**src/rtl/fse_lms_csr_bank_pkg.sv**
```systemverilog
// rtl/fse_lms_csr_bank_pkg.sv - register map, bit positions and reset values for the FSE-LMS CSR bank
package fse_lms_csr_pkg;

    localparam int unsigned ADDR_ID       = 32'h00;
    localparam int unsigned ADDR_CTRL     = 32'h01;
    localparam int unsigned ADDR_MU       = 32'h02;
    localparam int unsigned ADDR_LEAK     = 32'h03;
    localparam int unsigned ADDR_COEF_IDX = 32'h04;
    localparam int unsigned ADDR_COEF_LO  = 32'h05;
    localparam int unsigned ADDR_COEF_HI  = 32'h06;
    localparam int unsigned ADDR_STATUS   = 32'h07;
    localparam int unsigned ADDR_SCRATCH  = 32'h08;

    localparam int unsigned CTRL_RUN      = 0;
    localparam int unsigned CTRL_ADAPT_EN = 1;
    localparam int unsigned CTRL_FREEZE   = 2;
    localparam int unsigned CTRL_SOFT_RST = 7;

    localparam int unsigned STAT_BUSY     = 0;
    localparam int unsigned STAT_LOCK_ERR = 1;
    localparam int unsigned STAT_BAD_ADDR = 2;

    localparam int unsigned REG_BITS  = 8;
    localparam int unsigned COEF_BITS = 16;

    localparam logic [REG_BITS-1:0] MU_RST   = 8'h04;
    localparam logic [REG_BITS-1:0] LEAK_RST = 8'h00;

    typedef enum logic [3:0] {
        SEL_ID,
        SEL_CTRL,
        SEL_MU,
        SEL_LEAK,
        SEL_COEF_IDX,
        SEL_COEF_LO,
        SEL_COEF_HI,
        SEL_STATUS,
        SEL_SCRATCH,
        SEL_NONE
    } reg_sel_e;

    // Shared by the write and read paths so both agree on which addresses exist.
    function automatic reg_sel_e decode_addr(input int unsigned a);
        reg_sel_e s;
        case (a)
            ADDR_ID:       s = SEL_ID;
            ADDR_CTRL:     s = SEL_CTRL;
            ADDR_MU:       s = SEL_MU;
            ADDR_LEAK:     s = SEL_LEAK;
            ADDR_COEF_IDX: s = SEL_COEF_IDX;
            ADDR_COEF_LO:  s = SEL_COEF_LO;
            ADDR_COEF_HI:  s = SEL_COEF_HI;
            ADDR_STATUS:   s = SEL_STATUS;
            ADDR_SCRATCH:  s = SEL_SCRATCH;
            default:       s = SEL_NONE;
        endcase
        return s;
    endfunction

endpackage

```
**src/rtl/fse_lms_csr_bank_if.sv**
```systemverilog
// rtl/fse_lms_csr_bank_if.sv - register access bus between the SPI slave and the CSR bank
interface fse_lms_csr_bank_if #(
    parameter int ADDR_BITS = 7,
    parameter int DATA_BITS = 8
);
    logic                 wr_en;
    logic [ADDR_BITS-1:0] addr;
    logic [DATA_BITS-1:0] wr_data;
    logic [DATA_BITS-1:0] rd_data;

    modport master (output wr_en, output addr, output wr_data, input rd_data);
    modport slave  (input wr_en, input addr, input wr_data, output rd_data);
endinterface

```
**src/rtl/fse_lms_csr_bank_coef_store.sv**
```systemverilog
// rtl/fse_lms_csr_bank_coef_store.sv - NUM_TAPS x 16-bit coefficient flops with one write port
module fse_lms_coef_store
    import fse_lms_csr_pkg::*;
#(
    parameter int NUM_TAPS = 8,
    parameter int IDX_BITS = $clog2(NUM_TAPS)
) (
    input  logic                          sclk,
    input  logic                          rst_n,
    input  logic                          clr,
    input  logic                          we,
    input  logic [IDX_BITS-1:0]           idx,
    input  logic [COEF_BITS-1:0]          wdata,
    output logic [NUM_TAPS*COEF_BITS-1:0] coef_flat,
    output logic [COEF_BITS-1:0]          rd_coef
);

    logic [COEF_BITS-1:0] coef_q [NUM_TAPS];

    // Async reset, sync clear (soft reset) takes priority over a write.
    always_ff @(posedge sclk or negedge rst_n) begin
        if (!rst_n) begin
            for (int i = 0; i < NUM_TAPS; i++) coef_q[i] <= '0;
        end else if (clr) begin
            for (int i = 0; i < NUM_TAPS; i++) coef_q[i] <= '0;
        end else if (we) begin
            coef_q[idx] <= wdata;
        end
    end

    for (genvar g = 0; g < NUM_TAPS; g++) begin : g_flat
        assign coef_flat[g*COEF_BITS +: COEF_BITS] = coef_q[g];
    end

    assign rd_coef = coef_q[idx];

endmodule

```
**src/rtl/fse_lms_csr_bank.sv**
```systemverilog
// rtl/fse_lms_csr_bank.sv - FSE-LMS equaliser control/status register bank
module fse_lms_csr_bank
    import fse_lms_csr_pkg::*;
#(
    parameter int                 ADDR_BITS = 7,
    parameter int                 DATA_BITS = 8,
    parameter int                 NUM_TAPS  = 8,
    parameter logic [7:0]         ID_VALUE  = 8'hA5
) (
    input  logic                          sclk,
    input  logic                          rst_n,
    fse_lms_csr_bank_if.slave             bus,
    input  logic                          core_busy,
    output logic                          ctrl_run,
    output logic                          ctrl_adapt_en,
    output logic                          ctrl_freeze,
    output logic                          soft_rst_pulse,
    output logic [7:0]                    mu,
    output logic [7:0]                    leak,
    output logic [NUM_TAPS*COEF_BITS-1:0] coef_flat,
    output logic                          coef_update
);

    localparam int IDX_BITS = $clog2(NUM_TAPS);

    logic [ADDR_BITS-1:0] addr_l;
    logic [REG_BITS-1:0]  wr8;
    logic [REG_BITS-1:0]  rd8;
    reg_sel_e             sel;

    logic [2:0]           ctrl_q, ctrl_d;
    logic [REG_BITS-1:0]  mu_q, mu_d;
    logic [REG_BITS-1:0]  leak_q, leak_d;
    logic [IDX_BITS-1:0]  idx_q, idx_d;
    logic [REG_BITS-1:0]  lo_q, lo_d;
    logic [REG_BITS-1:0]  scratch_q, scratch_d;
    logic                 lock_err_q, lock_err_d;
    logic                 bad_addr_q, bad_addr_d;
    logic                 soft_rst_q, soft_rst_d;
    logic                 coef_upd_q, coef_upd_d;
    logic                 coef_we, coef_clr;
    logic [COEF_BITS-1:0] rd_coef;

    assign addr_l = bus.addr;
    assign wr8    = bus.wr_data[REG_BITS-1:0];
    assign sel    = decode_addr(32'(addr_l));

    // Write decode: next-state for every register plus the one-cycle pulses.
    always_comb begin
        ctrl_d     = ctrl_q;
        mu_d       = mu_q;
        leak_d     = leak_q;
        idx_d      = idx_q;
        lo_d       = lo_q;
        scratch_d  = scratch_q;
        lock_err_d = lock_err_q;
        bad_addr_d = bad_addr_q;
        soft_rst_d = 1'b0;
        coef_upd_d = 1'b0;
        coef_we    = 1'b0;
        coef_clr   = 1'b0;
        if (bus.wr_en) begin
            case (sel)
                SEL_CTRL: begin
                    if (wr8[CTRL_SOFT_RST]) begin
                        ctrl_d     = '0;
                        mu_d       = MU_RST;
                        leak_d     = LEAK_RST;
                        idx_d      = '0;
                        lo_d       = '0;
                        lock_err_d = 1'b0;
                        bad_addr_d = 1'b0;
                        coef_clr   = 1'b1;
                        soft_rst_d = 1'b1;
                    end else begin
                        ctrl_d = wr8[2:0];
                    end
                end
                SEL_MU: begin
                    if (ctrl_q[CTRL_RUN]) lock_err_d = 1'b1;
                    else                  mu_d       = wr8;
                end
                SEL_LEAK: begin
                    if (ctrl_q[CTRL_RUN]) lock_err_d = 1'b1;
                    else                  leak_d     = wr8;
                end
                SEL_COEF_IDX: idx_d = wr8[IDX_BITS-1:0];
                SEL_COEF_LO:  lo_d  = wr8;
                SEL_COEF_HI: begin
                    if (ctrl_q[CTRL_RUN]) begin
                        lock_err_d = 1'b1;
                    end else begin
                        coef_we    = 1'b1;
                        coef_upd_d = 1'b1;
                        idx_d      = idx_q + IDX_BITS'(1);
                    end
                end
                SEL_STATUS: begin
                    if (wr8[STAT_LOCK_ERR]) lock_err_d = 1'b0;
                    if (wr8[STAT_BAD_ADDR]) bad_addr_d = 1'b0;
                end
                SEL_SCRATCH: scratch_d  = wr8;
                SEL_ID:      ;
                default:     bad_addr_d = 1'b1;
            endcase
        end
    end

    // Register state; all config is held in the sclk domain.
    always_ff @(posedge sclk or negedge rst_n) begin
        if (!rst_n) begin
            ctrl_q     <= '0;
            mu_q       <= MU_RST;
            leak_q     <= LEAK_RST;
            idx_q      <= '0;
            lo_q       <= '0;
            scratch_q  <= '0;
            lock_err_q <= 1'b0;
            bad_addr_q <= 1'b0;
            soft_rst_q <= 1'b0;
            coef_upd_q <= 1'b0;
        end else begin
            ctrl_q     <= ctrl_d;
            mu_q       <= mu_d;
            leak_q     <= leak_d;
            idx_q      <= idx_d;
            lo_q       <= lo_d;
            scratch_q  <= scratch_d;
            lock_err_q <= lock_err_d;
            bad_addr_q <= bad_addr_d;
            soft_rst_q <= soft_rst_d;
            coef_upd_q <= coef_upd_d;
        end
    end

    fse_lms_coef_store #(
        .NUM_TAPS (NUM_TAPS),
        .IDX_BITS (IDX_BITS)
    ) u_coef_store (
        .sclk      (sclk),
        .rst_n     (rst_n),
        .clr       (coef_clr),
        .we        (coef_we),
        .idx       (idx_q),
        .wdata     ({wr8, lo_q}),
        .coef_flat (coef_flat),
        .rd_coef   (rd_coef)
    );

    // Read mux: purely combinational, no side effects on any access.
    always_comb begin
        rd8 = '0;
        case (sel)
            SEL_ID:       rd8 = ID_VALUE;
            SEL_CTRL:     rd8 = {5'b0, ctrl_q};
            SEL_MU:       rd8 = mu_q;
            SEL_LEAK:     rd8 = leak_q;
            SEL_COEF_IDX: rd8 = REG_BITS'(idx_q);
            SEL_COEF_LO:  rd8 = rd_coef[7:0];
            SEL_COEF_HI:  rd8 = rd_coef[15:8];
            SEL_STATUS:   rd8 = {5'b0, bad_addr_q, lock_err_q, core_busy};
            SEL_SCRATCH:  rd8 = scratch_q;
            default:      rd8 = '0;
        endcase
    end

    assign bus.rd_data    = DATA_BITS'(rd8);
    assign ctrl_run       = ctrl_q[CTRL_RUN];
    assign ctrl_adapt_en  = ctrl_q[CTRL_ADAPT_EN];
    assign ctrl_freeze    = ctrl_q[CTRL_FREEZE];
    assign soft_rst_pulse = soft_rst_q;
    assign coef_update    = coef_upd_q;
    assign mu             = mu_q;
    assign leak           = leak_q;

endmodule

```
**src/flat_wrapper.sv**
```systemverilog
// flat-port wrapper written by rule: the top's interface ports become plain ports
module fse_lms_csr_bank_flat import fse_lms_csr_pkg::*;
#(
    parameter int                 ADDR_BITS = 7,
    parameter int                 DATA_BITS = 8,
    parameter int                 NUM_TAPS  = 8,
    parameter logic [7:0]         ID_VALUE  = 8'hA5
)
  (sclk, rst_n, core_busy, ctrl_run, ctrl_adapt_en, ctrl_freeze, soft_rst_pulse, mu, leak, coef_flat, coef_update, bus_wr_en, bus_addr, bus_wr_data, bus_rd_data);
  fse_lms_csr_bank_if #(.ADDR_BITS(ADDR_BITS), .DATA_BITS(DATA_BITS)) bus_i ();
  input  logic sclk;
  input  logic rst_n;
  input  logic core_busy;
  output logic ctrl_run;
  output logic ctrl_adapt_en;
  output logic ctrl_freeze;
  output logic soft_rst_pulse;
  output logic [7:0] mu;
  output logic [7:0] leak;
  output logic [NUM_TAPS*COEF_BITS-1:0] coef_flat;
  output logic coef_update;
  input wire logic [$bits(bus_i.wr_en)-1:0] bus_wr_en;
  input wire logic [$bits(bus_i.addr)-1:0] bus_addr;
  input wire logic [$bits(bus_i.wr_data)-1:0] bus_wr_data;
  output wire logic [$bits(bus_i.rd_data)-1:0] bus_rd_data;
  assign bus_i.wr_en = bus_wr_en;
  assign bus_i.addr = bus_addr;
  assign bus_i.wr_data = bus_wr_data;
  assign bus_rd_data = bus_i.rd_data;
  fse_lms_csr_bank #(.ADDR_BITS(ADDR_BITS), .DATA_BITS(DATA_BITS), .NUM_TAPS(NUM_TAPS), .ID_VALUE(ID_VALUE)) u_core (.sclk(sclk), .rst_n(rst_n), .bus(bus_i), .core_busy(core_busy), .ctrl_run(ctrl_run), .ctrl_adapt_en(ctrl_adapt_en), .ctrl_freeze(ctrl_freeze), .soft_rst_pulse(soft_rst_pulse), .mu(mu), .leak(leak), .coef_flat(coef_flat), .coef_update(coef_update));
endmodule
```
**config.mk**
```make
export PLATFORM = sky130hd
export DESIGN_NAME = fse_lms_csr_bank_flat
export DESIGN_NICKNAME = d
export VERILOG_FILES = /design/src/rtl/fse_lms_csr_bank_pkg.sv /design/src/rtl/fse_lms_csr_bank_if.sv /design/src/rtl/fse_lms_csr_bank_coef_store.sv /design/src/rtl/fse_lms_csr_bank.sv /design/src/flat_wrapper.sv
export SDC_FILE = /design/constraint.sdc
export NUM_CORES = 1
export LEC_CHECK = 0
export BUFFER_PORTS_ARGS = -buffer_cell sky130_fd_sc_hd__buf_2
export CAP_MARGIN = 10
export CORE_AREA = 2 2 123 125
export CTS_CLUSTER_SIZE = 24
export DETAILED_ROUTE_END_ITERATION = 8
export DIE_AREA = 0 0 125 127
export GPL_TIMING_DRIVEN = 0
export HOLD_SLACK_MARGIN = 0.15
export PLACE_DENSITY = 0.81
export SYNTH_ARGS = -nofsm -noshare
export SYNTH_HDL_FRONTEND = slang
export SYNTH_SLANG_ARGS = --single-unit
export TNS_END_PERCENT = 5
```
**constraint.sdc**
```tcl
create_clock -name sclk -period 3 [get_ports sclk]
set_clock_uncertainty 0.05 [all_clocks]
set_input_delay 0.45 -clock sclk [delete_from_list [all_inputs] [get_ports sclk]]
set_output_delay 0.45 -clock sclk [all_outputs]
set_load 0.03 [all_outputs]
```
==> results.toml <==
[outcome]
outcome = "complete, but fails checks"
violations = "negative setup slack"

[cells_and_area]
stdcell_area_mm2 = 0.0103
final_common_cell = "nand2_1"
final_nets = 1135
drive_gt1_frac = 0.263
area_growth_pct = 21.7
fin_cells = 1311
diodes = 0
layout_common_cells = "230 x nand2_1, 188 x buf_2, 167 x dfrtp_1"

[detailed_routing]
drcViolationCount = 0
drtIter0Drc = 1301
ant_nets = 0
viasPerCell = 6.64
dr_total_vias = 8710
wl_per_cell_um = 24.6
dr.pass1.iters = 6
wl_um = 32200

[grt]
grt_pass1_wl_um = 48200
grt_pass1_vias = 8155
overflow = 0
antenna_found_initial = 0
grt_max_degree = 95
grt_usage = 0.400

[power_and_ir_drop]
ir_drop_v = 0.000442
power_density_mw_per_mm2 = 524
power.leakage_uw = 0.00524

[critical_path]
slowest_delay_ps = 380
cp_max_fo = 10
arrival_ps = 2570
worstPathCellList = "buf_4, buf_12, buf_4, nand2_1, o22ai_1, a21oi_1, o211ai_1, o211ai_1, buf_2"
crit_path_top_delay_cell = "dfrtp_1"
crit_type = "register to output port"
r2r-start = "u_core.ctrl_q[0]"
start_kind = "register"
crit_path_start = "u_core.idx_q[1]"
r2r_setup_slack_ps = 300
critPathRequiredTime_ps = 2500
crit_path_end_kind = "output port"

[cts]
clockBufferDepth = 2
clock_sinks = 170
ctsRootBufferMaster = "clkbuf_16"
clk_pin_slew_ps = 60
cts_tree = "built"
post_cts_buffers = 0
clock_latency_ps = 440
numCtsBuffers = 17
htreeDepth = 4

[timing]
slew_violations = 0
fmax_mhz = 326
setup_violations = 5
period_share = 1.02
worst_slack_ps = -67.6
hold_violations = 0
tns_ps = -157
tightest_slew_ps = 1080
slew_headroom = 0.277
period_needed_ps = 3070
rsz0062_at_grt = "true"

[die]
die_h_um = 127
die_x_um = 125
core-area_mm2 = 0.0144
dieArea_mm2 = 0.0159
io_pins = 176
start_util = 0.585
rows = 44

[placement]
place_ws_ps = -412
dp_cells = 1281
gp_congestion = 1.01
place_area_mm2 = 0.00956
dpl.hpwl_um = 22600
portBuffers = 171

[synthesis]
syn-cell-area_mm2 = 0.00843
ys_seq_area_frac = 0.505
yosysUniqueCellTypes = 57
syn_nets = 945
avgSynthCellArea_um2 = 9.12
synth-async-reset-ratio = 1.00
synth_edf_count = 0
ys_ff_latch = 170
synth_ff_type = "dfrtp_1"
synth_warnings = 0
synthCells = 925

[min_path]
hp-start = "bus_wr_data[5]"
min_path_type = "input port to register"

[run]
max_cap_violations = 0
what timing repair did:
action                                  CTS  global route
endpoints found under the setup margin    8             8
cloned                                    0             0
hold buffers                              1             0
endpoints found under the hold margin    75             0
resized for setup                        34            22
worst max-delay path: cells and delay by family, from the launching register on:
kind,cells,cell delay [ps]
AOI/OAI and AO/OA,4,750
buffers and inverters,4,810
DFF,1,380
and+or+nand+nor,1,200
per-stage QoR:
stage,power [µW],hold WS (ps),util
after floorplan,2860,104,-
after global placement,3140,412,0.660
after detailed placement,3160,412,0.663
after CTS,5300,226,0.709
after global routing,5500,241,0.711
final,5380,225,0.711
path summary, 6_finish.rpt:
kind / endpoint / cells after the start
max in group asynchronous: u_core.idx_q[2] / 3
min: u_core.lo_q[5] / 2
min reg2reg: u_core.scratch_q[7] / 2
max reg2reg: u_core.u_coef_store.coef_flat[120] / 6
max: bus_rd_data[4] / 9
min in group asynchronous: u_core.mu[5] / 2
cell families (layout without fill, tap and decap cells):
kind of cell / count (synthesis) / after routing / share of synthesized area
AOI/OAI and AO/OA: 238 / 238 / 0.171
adders and majority gates: 1 / 1 / 0.00148
buffers and inverters: 90 / 292 / 0.0473
DFF: 170 / 170 / 0.505
muxes: 67 / 67 / 0.0941
and+or+nand+nor: 359 / 359 / 0.181
area by class of cell:
type / count / area (µm²)
flip-flops and latches: 170 / 4260
fillers: 1169 / 4160
multi-input cells: 665 / 3850
repair buffers: 173 / 903
clock buffers: 19 / 453
plain buffers: 76 / 405
well taps: 184 / 230
clock inverters: 12 / 115
inverters: 12 / 46.3
Yosys cell counts, types with 2 or more instances:
cell         n  share of area
o21a_1       2         0.0018
nand2_1    231           0.10
nor3_1      13         0.0077
nor2b_1      7         0.0052
a21oi_1    109          0.065
a32oi_1      3         0.0031
o22ai_1     22          0.016
dfrtp_1    169           0.50
nor2_1      51          0.023
mux2_2      18          0.024
a31o_2       2         0.0021
buf_1        7         0.0031
buf_4        8         0.0071
o211ai_1     6         0.0053
nor4_1       2         0.0015
o221ai_1     6         0.0062
buf_2       19          0.011
a22oi_1      5         0.0045
a21o_1       2         0.0018
inv_1       10         0.0045
a211oi_1     4         0.0036
mux4_2       8          0.021
nand4_1      5         0.0037
nand3_1     24          0.014
a2bb2oi_1    2         0.0021
nand2b_1     7         0.0052
and2_1       2         0.0015
o21ai_0     40          0.024
clkbuf_1    43          0.019
nand3b_1     3         0.0027
or3_1        5         0.0037
a221oi_1     5         0.0052
o31ai_1      3         0.0027
or2_2        2         0.0015
mux2i_1     41          0.049
a32o_1       2         0.0024
a22o_1      16          0.017
o32ai_1      2         0.0021
sequential cells by signal, summed over array words and instances (netlist names):
name	count
u_core.mu	8
u_core.idx_q	3
u_core.u_coef_store.coef_flat	128
u_core.scratch_q	8
u_core.bad_addr_q	1
u_core.ctrl_q	3
u_core.leak	8
u_core.lo_q	8
u_core.coef_update	1
u_core.soft_rst_pulse	1
u_core.lock_err_q	1
layer usage:
metal,part of all wire,track usage
met3,0.13,0.0976
met4,0.058,0.191
met1,0.37,0.543
met5,0.0011,0.0186
met2,0.44,0.609
where the power goes:
part | internal [µW] | switching [µW] | total, µW | leakage (µW)
registers | 2340 | 42.2 | 2380 | 0.00235
clock network | 1190 | 968 | 2160 | 0.000278
logic | 262 | 578 | 839 | 0.00261
total | 3790 | 1590 | 5380 | 0.00524
Power figures use the tool's default switching activity.
